==> src/rtl/conv3x3_window_gen.sv <==
// conv3x3_window_gen
// Turns a raster-order pixel stream into 3x3 "valid" convolution windows.
// Two line buffers hold the previous two rows; a 3x3 register window shifts
// left on every accepted pixel and takes {linebuf1[col], linebuf0[col], pix_in}
// as its new right column.
//
// Ports:
//   clk          clock, rising edge
//   rst          asynchronous reset, active-high
//   pix_vld      pixel strobe, one pixel accepted per high cycle
//   pix_sof      start-of-frame, qualified by pix_vld; forces pixel to (0,0)
//   pix_in       signed pixel, raster order
//   win0..win8   window, win[3*i+j] = pixel(r-2+i, c-2+j); win8 is newest
//   win_vld      one-cycle strobe per complete window
//   frame_done   one-cycle pulse after the last pixel of a frame is accepted
module conv3x3_window_gen #(
    parameter int IMG_W  = 8,
    parameter int IMG_H  = 8,
    parameter int DATA_W = 8
) (
    input  logic                     clk,
    input  logic                     rst,
    input  logic                     pix_vld,
    input  logic                     pix_sof,
    input  logic signed [DATA_W-1:0] pix_in,
    output logic signed [DATA_W-1:0] win0,
    output logic signed [DATA_W-1:0] win1,
    output logic signed [DATA_W-1:0] win2,
    output logic signed [DATA_W-1:0] win3,
    output logic signed [DATA_W-1:0] win4,
    output logic signed [DATA_W-1:0] win5,
    output logic signed [DATA_W-1:0] win6,
    output logic signed [DATA_W-1:0] win7,
    output logic signed [DATA_W-1:0] win8,
    output logic                     win_vld,
    output logic                     frame_done
);

    localparam int COL_W = $clog2(IMG_W);
    localparam int ROW_W = $clog2(IMG_H);

    localparam logic [COL_W-1:0] COL_LAST = COL_W'(IMG_W - 1);
    localparam logic [ROW_W-1:0] ROW_LAST = ROW_W'(IMG_H - 1);
    localparam logic [COL_W-1:0] COL_TWO  = COL_W'(2);
    localparam logic [ROW_W-1:0] ROW_TWO  = ROW_W'(2);

    logic [COL_W-1:0] col;
    logic [ROW_W-1:0] row;
    logic [COL_W-1:0] cur_col;
    logic [ROW_W-1:0] cur_row;

    logic signed [DATA_W-1:0] lb0 [IMG_W];
    logic signed [DATA_W-1:0] lb1 [IMG_W];
    logic signed [DATA_W-1:0] win_r [9];

    // A start-of-frame pixel is (0,0) whatever the counters say, so all
    // position-dependent logic uses this resynchronised position.
    always_comb begin
        cur_col = col;
        cur_row = row;
        if (pix_vld && pix_sof) begin
            cur_col = '0;
            cur_row = '0;
        end
    end

    always_ff @(posedge clk or posedge rst) begin
        if (rst) begin
            for (int k = 0; k < 9; k++) begin
                win_r[k] <= '0;
            end
            win_vld    <= 1'b0;
            frame_done <= 1'b0;
            col        <= '0;
            row        <= '0;
        end else begin
            win_vld    <= 1'b0;
            frame_done <= 1'b0;
            if (pix_vld) begin
                win_r[0] <= win_r[1];
                win_r[1] <= win_r[2];
                win_r[2] <= lb1[cur_col];
                win_r[3] <= win_r[4];
                win_r[4] <= win_r[5];
                win_r[5] <= lb0[cur_col];
                win_r[6] <= win_r[7];
                win_r[7] <= win_r[8];
                win_r[8] <= pix_in;

                // col < 2 keeps windows from straddling a row wrap.
                win_vld    <= (cur_row >= ROW_TWO) && (cur_col >= COL_TWO);
                frame_done <= (cur_row == ROW_LAST) && (cur_col == COL_LAST);

                if (cur_col == COL_LAST) begin
                    col <= '0;
                    row <= (cur_row == ROW_LAST) ? '0 : cur_row + ROW_W'(1);
                end else begin
                    col <= cur_col + COL_W'(1);
                    row <= cur_row;
                end
            end
        end
    end

    // Line buffers need no reset: rows 0 and 1 of every frame refill them
    // before any window is flagged valid. Nonblocking writes give the
    // read-before-write behaviour the window shift relies on.
    always_ff @(posedge clk) begin
        if (pix_vld) begin
            lb1[cur_col] <= lb0[cur_col];
            lb0[cur_col] <= pix_in;
        end
    end

    assign win0 = win_r[0];
    assign win1 = win_r[1];
    assign win2 = win_r[2];
    assign win3 = win_r[3];
    assign win4 = win_r[4];
    assign win5 = win_r[5];
    assign win6 = win_r[6];
    assign win7 = win_r[7];
    assign win8 = win_r[8];

endmodule

==> config.mk <==
export PLATFORM = sky130hd
export DESIGN_NAME = conv3x3_window_gen
export DESIGN_NICKNAME = d
export VERILOG_FILES = /design/src/rtl/conv3x3_window_gen.sv
export SDC_FILE = /design/constraint.sdc
export NUM_CORES = 1
export LEC_CHECK = 0
export CAP_MARGIN = 25
export CORE_ASPECT_RATIO = 0.7
export CORE_MARGIN = 1.5
export CORE_UTILIZATION = 45
export CTS_CLUSTER_SIZE = 8
export DETAILED_ROUTE_END_ITERATION = 8
export PLACE_DENSITY_LB_ADDON = 0.2
export REMOVE_ABC_BUFFERS = 1
export SLEW_MARGIN = 10
export SYNTH_ARGS = -nofsm -noshare
export SYNTH_HDL_FRONTEND = slang
export SYNTH_SLANG_ARGS = --single-unit
==> constraint.sdc <==
create_clock -name clk -period 4 [get_ports clk]
set_input_delay 0.6 -clock clk [delete_from_list [all_inputs] [get_ports clk]]
set_output_delay 0.6 -clock clk [all_outputs]
set_load 0.01 [all_outputs]
# After elaboration in Yosys (flattened, before gate mapping)
# Memory sizes are Yosys's and may differ from the RTL's. A register that Yosys moved wholly into a read port is not among the register bits.
# Cells that the tools add are included.
[totals] register_bits=72 ramBits=128 inputBits=12 out_inout_bits=74 word_cells=32 mem_count=2
[mem_list] name="lb0" words=8 word_bits=8 rd=1 rd_clocked_by_memory_dff=0 wr=1 line_no="52" rtl="logic signed [DATA_W-1:0] lb0 [IMG_W];"
[mem_list] name="lb1" words=8 word_bits=8 rd=1 rd_clocked_by_memory_dff=1 wr=1 line_no="53" rtl="logic signed [DATA_W-1:0] lb1 [IMG_W];"
[op_classes] n_addsub=2 magnitude_cmp=2 eq_ne=2 n_mux=9 n_reduce_logical=3
[op_table] operator="2-to-1 mux 3 bit" count=5
[op_table] operator="adder 3 x 1 -> 3 bit (second input constant)" count=2
[op_table] operator="equality test 3 bit (second input constant)" count=2
[op_table] operator="greater-or-equal comparator 3 x 2 -> 1 bit (second input constant)" count=2
[op_table] operator="2-to-1 mux 1 bit" count=4
[op_table] operator="logical AND 1 bit" count=3

# Logic depth before layout (Yosys ltp)
# Gate-level depths: netlist (run 1).
[logic_depth] depth_word=5 depth_mapped=8

# Worst setup path after synthesis (run 1)
# No wires, ideal clock.
[synth_timing] path_type="input -> register" start="in pix_vld" end="mem lb0[2][0], enable pin" setup_time_ns=0.436 arrival_time_ns=2.828 setup_slack_ns=0.736 stages=4 n_path_buf=2 cell_sequence="buf_2 > buf_2 > nand2_1 > nor4b_1"
[synth_via] elab_chain_len=2 elab_cells_between_ends=4 cone_classes="3 x mux; 1 x reduce/logical"
[synth_rtl] element="start, declared" line_no="23" rtl="input logic pix_vld,"
[synth_rtl] element="2-to-1 mux 1 bit / logical AND 1 bit (equally long branches)" line_no="109, 61"
[synth_rtl] element="2-to-1 mux 1 bit (implied by the code) / 2-to-1 mux 3 bit (equally long branches)" line_no="111, 61"
[synth_rtl] element="end, declared" line_no="52"
# Parallel ways exist; a longest one is shown, timed or not.

# Final worst setup path (run 1)
[layout_timing] start="reg col[0]" end="mem lb1[3][3], data pin"
[layout_via] elab_chain_len=2
[layout_rtl] element="start, declared" line_no="47" rtl="logic [COL_W-1:0] col;"
[layout_rtl] element="start signal, assigned" line_no="98" rtl="col <= cur_col + COL_W'(1);"
[layout_rtl] element="2-to-1 mux 3 bit" line_no="61" rtl="if (pix_vld && pix_sof) begin"
[layout_rtl] element="memory read (8 x 8 bit)"
[layout_rtl] element="end, declared" line_no="53"
# No other way between the ends.

==> results of run 1 <==
-- worst max-delay path, cell delays in order, from the launching register on --
cell and delay [ps]:
dfrtp_1 890, buf_4 410, nor3_2 120, or2_4 350, a2111oi_4 420, nand2_1 240
-- logic make-up (layout without fill, tap and decap cells) --
kind of cell               Yosys count  in the layout  synth area share (%)
AOI/OAI and AO/OA                   61             61                 6.763
xor gates and xnor gates             1              1                0.1064
adders and majority gates            4              4                0.6079
buffers and inverters               30            165                 2.204
DFF                                208            208                 71.00
muxes                               98             98                 13.88
and+or+nand+nor                     89             89                 5.441
-- metal layers --
metal  track usage (%)  up-vias  part of all wire [%]
met5                 0        -                     0
met4             4.565        0                   1.6
met3             4.545       26                   7.6
met2             29.80      183                    46
met1             27.10     2413                    45
li1                  -     2111                     -
-- cell usage after synthesis, drive strengths merged (4+ instances only) --
master / n / area, um^2
o22a: 6 / 52.55
dfrtp: 80 / 2002
mux2i: 32 / 320.3
mux4: 7 / 157.7
a22oi: 6 / 45.04
o21ai: 13 / 65.06
nor2: 13 / 48.80
mux2: 59 / 664.4
inv: 5 / 18.77
edfxtp: 128 / 3844
and2: 4 / 25.02
nor2b: 4 / 25.02
buf: 22 / 151.4
a31oi: 9 / 56.30
and3: 7 / 43.79
a21boi: 9 / 75.07
a2111oi: 6 / 165.2
nand2: 32 / 120.1
ha: 4 / 50.05
nor3: 21 / 120.1
-- power by group through the flow --
stage,Clock [mW],Combinational [mW],Sequential [mW]
3_3_place_gp,0,1.10,2.78
4_1_cts,2.26,1.13,2.76
3_5_place_dp,0,1.12,2.80
2_1_floorplan,0,0.439,2.87
5_1_grt,2.36,1.21,2.79
6_report,2.20,1.12,2.76
-- how the worst max path moves through the flow --
stage / startpoint / endpoint / slack, ps
after floorplan: col[0] / lb0[2][0] / 670
final: col[0] / lb1[3][3] / 1250
after global placement: pix_sof / lb1[0][3] / 1030
after detailed placement: pix_sof / lb1[0][3] / 910
after global routing: col[0] / lb1[3][3] / 1100
after CTS: col[0] / lb1[3][3] / 1200
-- state kept, by name, summed over array words and instances (netlist names) --
name and count:
win5 8, win6 8, win3 8, row 3
win1 8, lb1 64, col 3, win4 8
win_vld 1, win0 8, win8 8, win7 8
lb0 64, frame_done 1, win2 8
-- final cells by class --
type,instances,area share [%]
repair buffers,106,10.00
flip-flops and latches,208,57.00
clock inverters,1,0.1952
clock buffers,53,7.954
multi-input cells,253,21.78
well taps,236,2.879
inverters,5,0.1952
-- per-stage QoR --
step           hold WS (ps)  util [%]  instance area (um^2)  worst slack, ps  power, mW
3_5_place_dp          494.3     52.38                  9405            913.5      3.922
6_report              457.5     57.12                 10260             1249      6.083
3_3_place_gp          488.0     52.38                  9405             1032      3.885
4_1_cts               435.8     57.04                 10240             1204      6.149
5_1_grt               465.5     57.12                 10260             1096      6.358
2_1_floorplan         498.3         -                  8070            673.2      3.307
==> flow_summary.json, run 1 <==
{
  "grt_pass1_vias": 4835,
  "fin_skew_ps": 13.94,
  "slew_headroom_pct": 27.99,
  "drt_iter0_drc": 475,
  "min_path_type": "in2reg",
  "fp.dieW_um": 164.7,
  "ys.flop_type": "edfxtp_1",
  "fin_crit_ps": 2751,
  "worstPathRequired_ps": 4210,
  "num-nets-final": 619,
  "num_vias": 4733,
  "slew_viol_final": 0,
  "gp_congestion": 0.8521,
  "wl_per_cell_um": 20.28,
  "wl_um": 17480,
  "instances_no_fill": 862,
  "maxCapViolCount": 0,
  "h-tree-depth": 1,
  "postSynth.asyncResetShare_pct": 38.46,
  "clkPwrFrac_pct": 36.2,
  "row_count": 41,
  "dieArea_mm2": 0.01913,
  "max_freq_mhz": 363.5,
  "post_cts_resized": 0,
  "crit_fanout": 16,
  "antenna_left": 0,
  "hold_viol": 0,
  "ys_ff_latch": 208,
  "fillerInstances": 1394,
  "cts_buffers": 29,
  "multi_input_area_mm2": 0.002233,
  "drc_errors": 0,
  "dpl.hpwl_um": 11520,
  "power-per-cell-area_mw_per_mm2": 593.1,
  "layout_commonest_cell": "edfxtp_1",
  "timing.rr.start": "col[0]",
  "path_clk_slew_ps": 50,
  "leakagePower_nw": 3.792,
  "holdPathEnd": "win5[5]",
  "antenna_found_initial": 0,
  "rsz0062_at_grt": "no",
  "drive_gt1_share_pct": 21.88,
  "cts_tree": "yes",
  "cts_setup_buffers": 0,
  "critPathKind": "reg2reg",
  "synth_edf_count": 128,
  "syn_avg_cell_area_um2": 16.77,
  "outcome": "complete, no violations",
  "synth_area_mm2": 0.008233,
  "grt_max_degree": 81,
  "regArea_mm2": 0.005846,
  "grtUsageTotal_pct": 19.01,
  "ys_types": 41,
  "reg2reg_to": "lb1[3][3]",
  "rrSetupSlack_ps": 1250,
  "ys_warn_count": 0,
  "power_frac_comb_pct": 18.4,
  "layout_common_cells": "edfxtp_1, clkdlybuf4s50_1, dfrtp_1",
  "grt_pass1_wl_um": 27210,
  "cts_sinks": 208,
  "core_mm2": 0.01795,
  "clockBufferDepth": 3,
  "hold_buffers": 0,
  "yosysSeqAreaShare_pct": 71.00,
  "clk_latency_ps": 530,
  "placedCellCount": 807,
  "worstSetupEndpointType": "flip-flop",
  "io_pins": 86,
  "start_util_pct": 45.85,
  "arrival_ps": 2970,
  "synthCells": 491,
  "p_sw_mw": 1.530,
  "tightest_slew_ps": 1080,
  "setup_viol": 0,
  "io_buffer_count": 85,
  "viasPerCell": 5.491,
  "gr-total-overflow": 0,
  "start_kind": "flip-flop",
  "drtPass1Iterations": 5,
  "diodes": 0,
  "netSwitchingFraction_pct": 25.16,
  "holdPathStages": 2,
  "p_int_mw": 4.552,
  "clockRootBuffer": "clkbuf_16",
  "holdCritStartpoint": "pix_vld",
  "seqPwrFrac_pct": 45.4,
  "peakVddDrop_mv": 0.3353,
  "chipHeight_um": 116.2,
  "reg2reg_depth": 5,
  "syn_to_final_growth_pct": 24.57,
  "finalSetupTns_ps": 0,
  "fin_crit_sh_pct": 68.77
}
(Power assumes the default switching activity.)
==> run 2, diff against run 1 <==
clock period = 2.58 ns   (was 4 ns; I/O delays follow)
==> run 2 against run 1 <==
Register-to-register slack got worse by 810 ps. Cell area grew 1.7%. Highest routed layer unchanged. Largest power group unchanged. Setup slack got worse by 810 ps. Critical path type unchanged. Wire length grew 2.3%.
==> flow_summary.json, run 2 (synthesis results as in run 1) <==
{
  "outcome": "complete, no violations",
  "clockBufferDepth": 3,
  "path_clk_slew_ps": 50,
  "cts_tree": "yes",
  "netSwitchingFraction_pct": 25.12,
  "grt_max_degree": 47,
  "diodes": 0,
  "critPathKind": "reg2reg",
  "fp.dieW_um": 164.7,
  "holdCritStartpoint": "pix_vld",
  "reg2reg_depth": 5,
  "gp_congestion": 0.8066,
  "hold_buffers": 0,
  "clockRootBuffer": "clkbuf_16",
  "top_regs": "lb0: 64 flops, lb1: 64 flops",
  "post_cts_resized": 0,
  "drc_errors": 0,
  "arrival_ps": 2360,
  "tightest_slew_ps": 661.8,
  "crit_fanout": 9,
  "slew_viol_final": 0,
  "syn_to_final_growth_pct": 26.75,
  "io_pins": 86,
  "p_sw_mw": 2.382,
  "cts_sinks": 208,
  "grt_pass1_vias": 4831,
  "cts_setup_buffers": 0,
  "rrSetupSlack_ps": 440,
  "num_vias": 4749,
  "start_util_pct": 45.85,
  "fin_area_mm2": 0.01044,
  "h-tree-depth": 1,
  "antenna_found_initial": 0,
  "gr-total-overflow": 0,
  "clkPwrFrac_pct": 35.7,
  "clk_latency_ps": 520,
  "dpl.hpwl_um": 11810,
  "grtUsageTotal_pct": 19.68,
  "core_mm2": 0.01795,
  "reg2reg_to": "lb1[6][1]",
  "cts_buffers": 29,
  "drt_iter0_drc": 269,
  "hold_viol": 0,
  "worstSetupEndpointType": "flip-flop",
  "drive_gt1_share_pct": 23.87,
  "dieArea_mm2": 0.01913,
  "p_int_mw": 7.103,
  "setup_viol": 0,
  "chipHeight_um": 116.2,
  "fin_skew_ps": 7.044,
  "antenna_left": 0,
  "holdPathStages": 2,
  "power-per-cell-area_mw_per_mm2": 909.0,
  "wl_um": 17880,
  "viasPerCell": 5.415,
  "rsz0062_at_grt": "no",
  "min_path_type": "in2reg",
  "seqPwrFrac_pct": 44.9,
  "power_frac_comb_pct": 19.5,
  "start_kind": "flip-flop",
  "layout_commonest_cell": "edfxtp_1",
  "finalSetupTns_ps": 0,
  "wl_per_cell_um": 20.39,
  "drtPass1Iterations": 5,
  "maxCapViolCount": 0,
  "fin_crit_ps": 2140,
  "grt_pass1_wl_um": 27990,
  "num-nets-final": 635,
  "timing.rr.start": "col[1]",
  "row_count": 41,
  "leakagePower_nw": 3.883,
  "fin_crit_sh_pct": 82.94,
  "io_buffer_count": 85,
  "layout_common_cells": "edfxtp_1, clkdlybuf4s50_1, dfrtp_1",
  "holdPathEnd": "win5[0]",
  "slew_headroom_pct": 55.88,
  "max_freq_mhz": 467.3,
  "dpl_cell_area_mm2": 0.009614,
  "peakVddDrop_mv": 0.5626,
  "worstPathRequired_ps": 2800
}
-- run 2: layout make-up --
class	instances	area, um^2
timing repair buffer	122	1226
tap	236	295.3
clock inverter	1	8.758
inverter	5	20.02
sequential	208	5846
fill	1431	7520
clock buffer	52	812.0
multi-input combinational	253	2227
-- run 2: how the worst max path moves through the flow --
stage	cells past startpoint	from	slack, ps	to
global placement	5	pix_sof	270	lb1[0][3]
finish	5	col[1]	440	lb1[6][1]
CTS	5	col[1]	450	lb1[4][1]
global route	5	col[1]	330	lb1[6][1]
detailed placement	5	pix_sof	220	lb1[1][3]
floorplan	1	col[0]	-750	lb0[2][0]
-- run 2: critical path, stage by stage, from the launching register on --
cell and delay (ps):
dfrtp_1 590, buf_4 220, nand2b_1 310, nor3_1 130
a2111oi_4 370, nand2_1 210
-- run 2: stage by stage --
step           hold WS [ps]  utilization (%)  power (mW)  cells  setup slack (ps)
6_report              203.6            58.12       9.486    877             440.0
5_1_grt               216.7            58.12       9.925    877             326.0
4_1_cts               199.9            58.12       9.591    877             453.9
3_5_place_dp          495.7            53.55       6.173    824             216.5
3_3_place_gp          488.6            53.55       6.106    824             272.1
2_1_floorplan         483.0                -       5.127    466            -746.8
-- run 2: power groups by stage --
stage               Sequential [mW]  Clock, mW  Combinational, mW
floorplan                      4.45          0              0.681
global placement               4.29          0               1.82
detailed placement             4.32          0               1.85
CTS                            4.26       3.46               1.87
global route                   4.31       3.63               1.99
finish                         4.26       3.38               1.85
-- run 2: layer usage --
layer | wire, um | track usage, %
met5 | 0 | 0
met4 | 314 | 4.625
met3 | 896 | 3.374
met2 | 8332 | 31.04
met1 | 8336 | 28.83
==> run 3, diff against run 2 <==
clock period = 1.85 ns   (was 2.58 ns; I/O delays follow)
==> run 3 against run 2 <==
Global-route usage increased by 0.63 points. Combinational power rose by 52%. Worst hold slack worse by 24 ps. Sequential share of layout area shrank 2.2 points. Cell area rose by 4.1%. Die area is the same. Maximum frequency grew 16%. Power rose by 42%. First-iteration DRC count rose by 43%. Sequential power is 40% higher. Largest power group unchanged. Highest routed layer unchanged.
==> flow_summary.json, run 3 (synthesis results as in run 1) <==
{
  "wl_per_cell_um": 20.20,
  "fin_crit_ps": 1839,
  "drive_gt1_share_pct": 31.19,
  "start_util_pct": 45.85,
  "cts_sinks": 208,
  "hold_viol": 0,
  "fp.dieW_um": 164.7,
  "hold_buffers": 0,
  "setup_viol": 0,
  "reg2reg_depth": 6,
  "peakVddDrop_mv": 0.7155,
  "io_buffer_count": 85,
  "power-per-cell-area_mw_per_mm2": 1243,
  "worst_path_largest_cell_delay_ps": 410,
  "reg2reg_to": "lb1[7][2]",
  "tightest_slew_ps": 466.3,
  "rrSetupSlack_ps": 10,
  "path_cells": "buf_12, buf_12, mux2i_4, nor3_2, a2111oi_4, nand2_2",
  "antenna_found_initial": 0,
  "critPathKind": "reg2reg",
  "viasPerCell": 5.386,
  "crit_family": "flip-flops",
  "drtPass1Iterations": 5,
  "timing.rr.start": "col[0]",
  "num_vias": 4950,
  "drt_iter0_drc": 386,
  "layout_common_cells": "edfxtp_1, clkdlybuf4s50_1, dfrtp_1",
  "regArea_mm2": 0.005848,
  "dieArea_mm2": 0.01913,
  "start_kind": "flip-flop",
  "min_path_type": "in2async",
  "chipHeight_um": 116.2,
  "gp_congestion": 0.9181,
  "row_count": 41,
  "leakagePower_nw": 4.097,
  "layout_commonest_cell": "edfxtp_1",
  "antenna_left": 0,
  "cts_tree": "yes",
  "path_clk_slew_ps": 50,
  "grt_pass1_wl_um": 28960,
  "path_common_cell": "buf_12",
  "clockBufferDepth": 3,
  "worstSetupEndpointType": "flip-flop",
  "place_ws_ps": -394.0,
  "maxCapViolCount": 0,
  "dpl.hpwl_um": 12250,
  "fin_skew_ps": 14.49,
  "core_mm2": 0.01795,
  "rsz0062_at_grt": "yes",
  "max_freq_mhz": 543.8,
  "outcome": "complete, no violations",
  "slew_viol_final": 0,
  "h-tree-depth": 1,
  "gr-total-overflow": 0,
  "fin_util_pct": 60.51,
  "io_pins": 86,
  "fillerInstances": 1346,
  "worstPathRequired_ps": 2090,
  "arrival_ps": 2080,
  "top_regs": "lb0: 64 flops, lb1: 64 flops",
  "clk_latency_ps": 530,
  "drc_errors": 0,
  "slew_headroom_pct": 68.92,
  "wl_um": 18560,
  "num-nets-final": 676,
  "grt_pass1_vias": 5112,
  "setup_ws_ps": 11.01,
  "grt_max_degree": 81,
  "critical_path_buf_inv_count": 2,
  "crit_fanout": 8,
  "critPathSlowestCell": "dfrtp_1",
  "fin_crit_sh_pct": 99.40,
  "clockRootBuffer": "clkbuf_16",
  "diodes": 0,
  "syn_to_final_growth_pct": 31.96,
  "multi_input_area_mm2": 0.002337,
  "cts_buffers": 29,
  "grtUsageTotal_pct": 20.31
}
## run 3: worst max-delay path by stage
stage             from  cells after the start        end  slack (ps)
3_5_place_dp   pix_sof                      5  lb1[2][4]        -390
2_1_floorplan   col[0]                      1  lb0[2][0]       -1480
5_1_grt         col[0]                      6  lb1[7][2]         -70
4_1_cts         col[2]                      5  lb1[5][1]          10
3_3_place_gp   pix_sof                      5  lb1[2][4]        -350
6_report        col[0]                      6  lb1[7][2]          10
## run 3: routing by layer
layer	vias to the layer above	share of wire [%]	track usage, %
met1	2544	45	29.44
li1	2221	-	-
met5	-	0	0
met3	31	5.6	3.729
met4	0	2.0	5.526
met2	154	47	31.88
## run 3: cell type report
class                   count  area share (%)
flip-flops and latches    208           53.83
multi-input cells         253           21.51
repair buffers            163           14.13
clock buffers              53           7.509
well taps                 236           2.718
inverters                   5          0.2188
clock inverters             1         0.08062
## run 3: per-stage QoR
| step | std cells | area [um^2] | setup TNS, ps | hold slack, ps | total power [mW] |
|---|---|---|---|---|---|
| after floorplan | 466 | 8070 | -222410 | 373.5 | 7.150 |
| after global placement | 859 | 9852 | -30880 | 488.8 | 8.631 |
| after detailed placement | 859 | 9852 | -33790 | 494.3 | 8.718 |
| after CTS | 913 | 10720 | 0 | 196.5 | 13.54 |
| after global routing | 919 | 10860 | -1571 | 211.2 | 14.10 |
| final | 919 | 10860 | 0 | 179.7 | 13.50 |
## run 3: report_power, final
part           internal, mW  leakage [nW]  switching [mW]
Clock                  2.92         0.390            1.82
Combinational          1.55          1.61            1.26
Sequential             5.61          2.10           0.340
## run 3: what timing repair did
item	4_1_cts	5_1_grt
pin swaps	2	11
buffers inserted	0	6
gates resized for setup	14	24
setup endpoints to repair	112	125
gates cloned	0	0
## run 3: worst reg2reg max path, delay by kind of cell (launching register included)
kind            cells  cell delay (ps)
buf+inv             2              290
compound gates      1              380
flops               1              410
mux                 1              240
simple gates        2              240
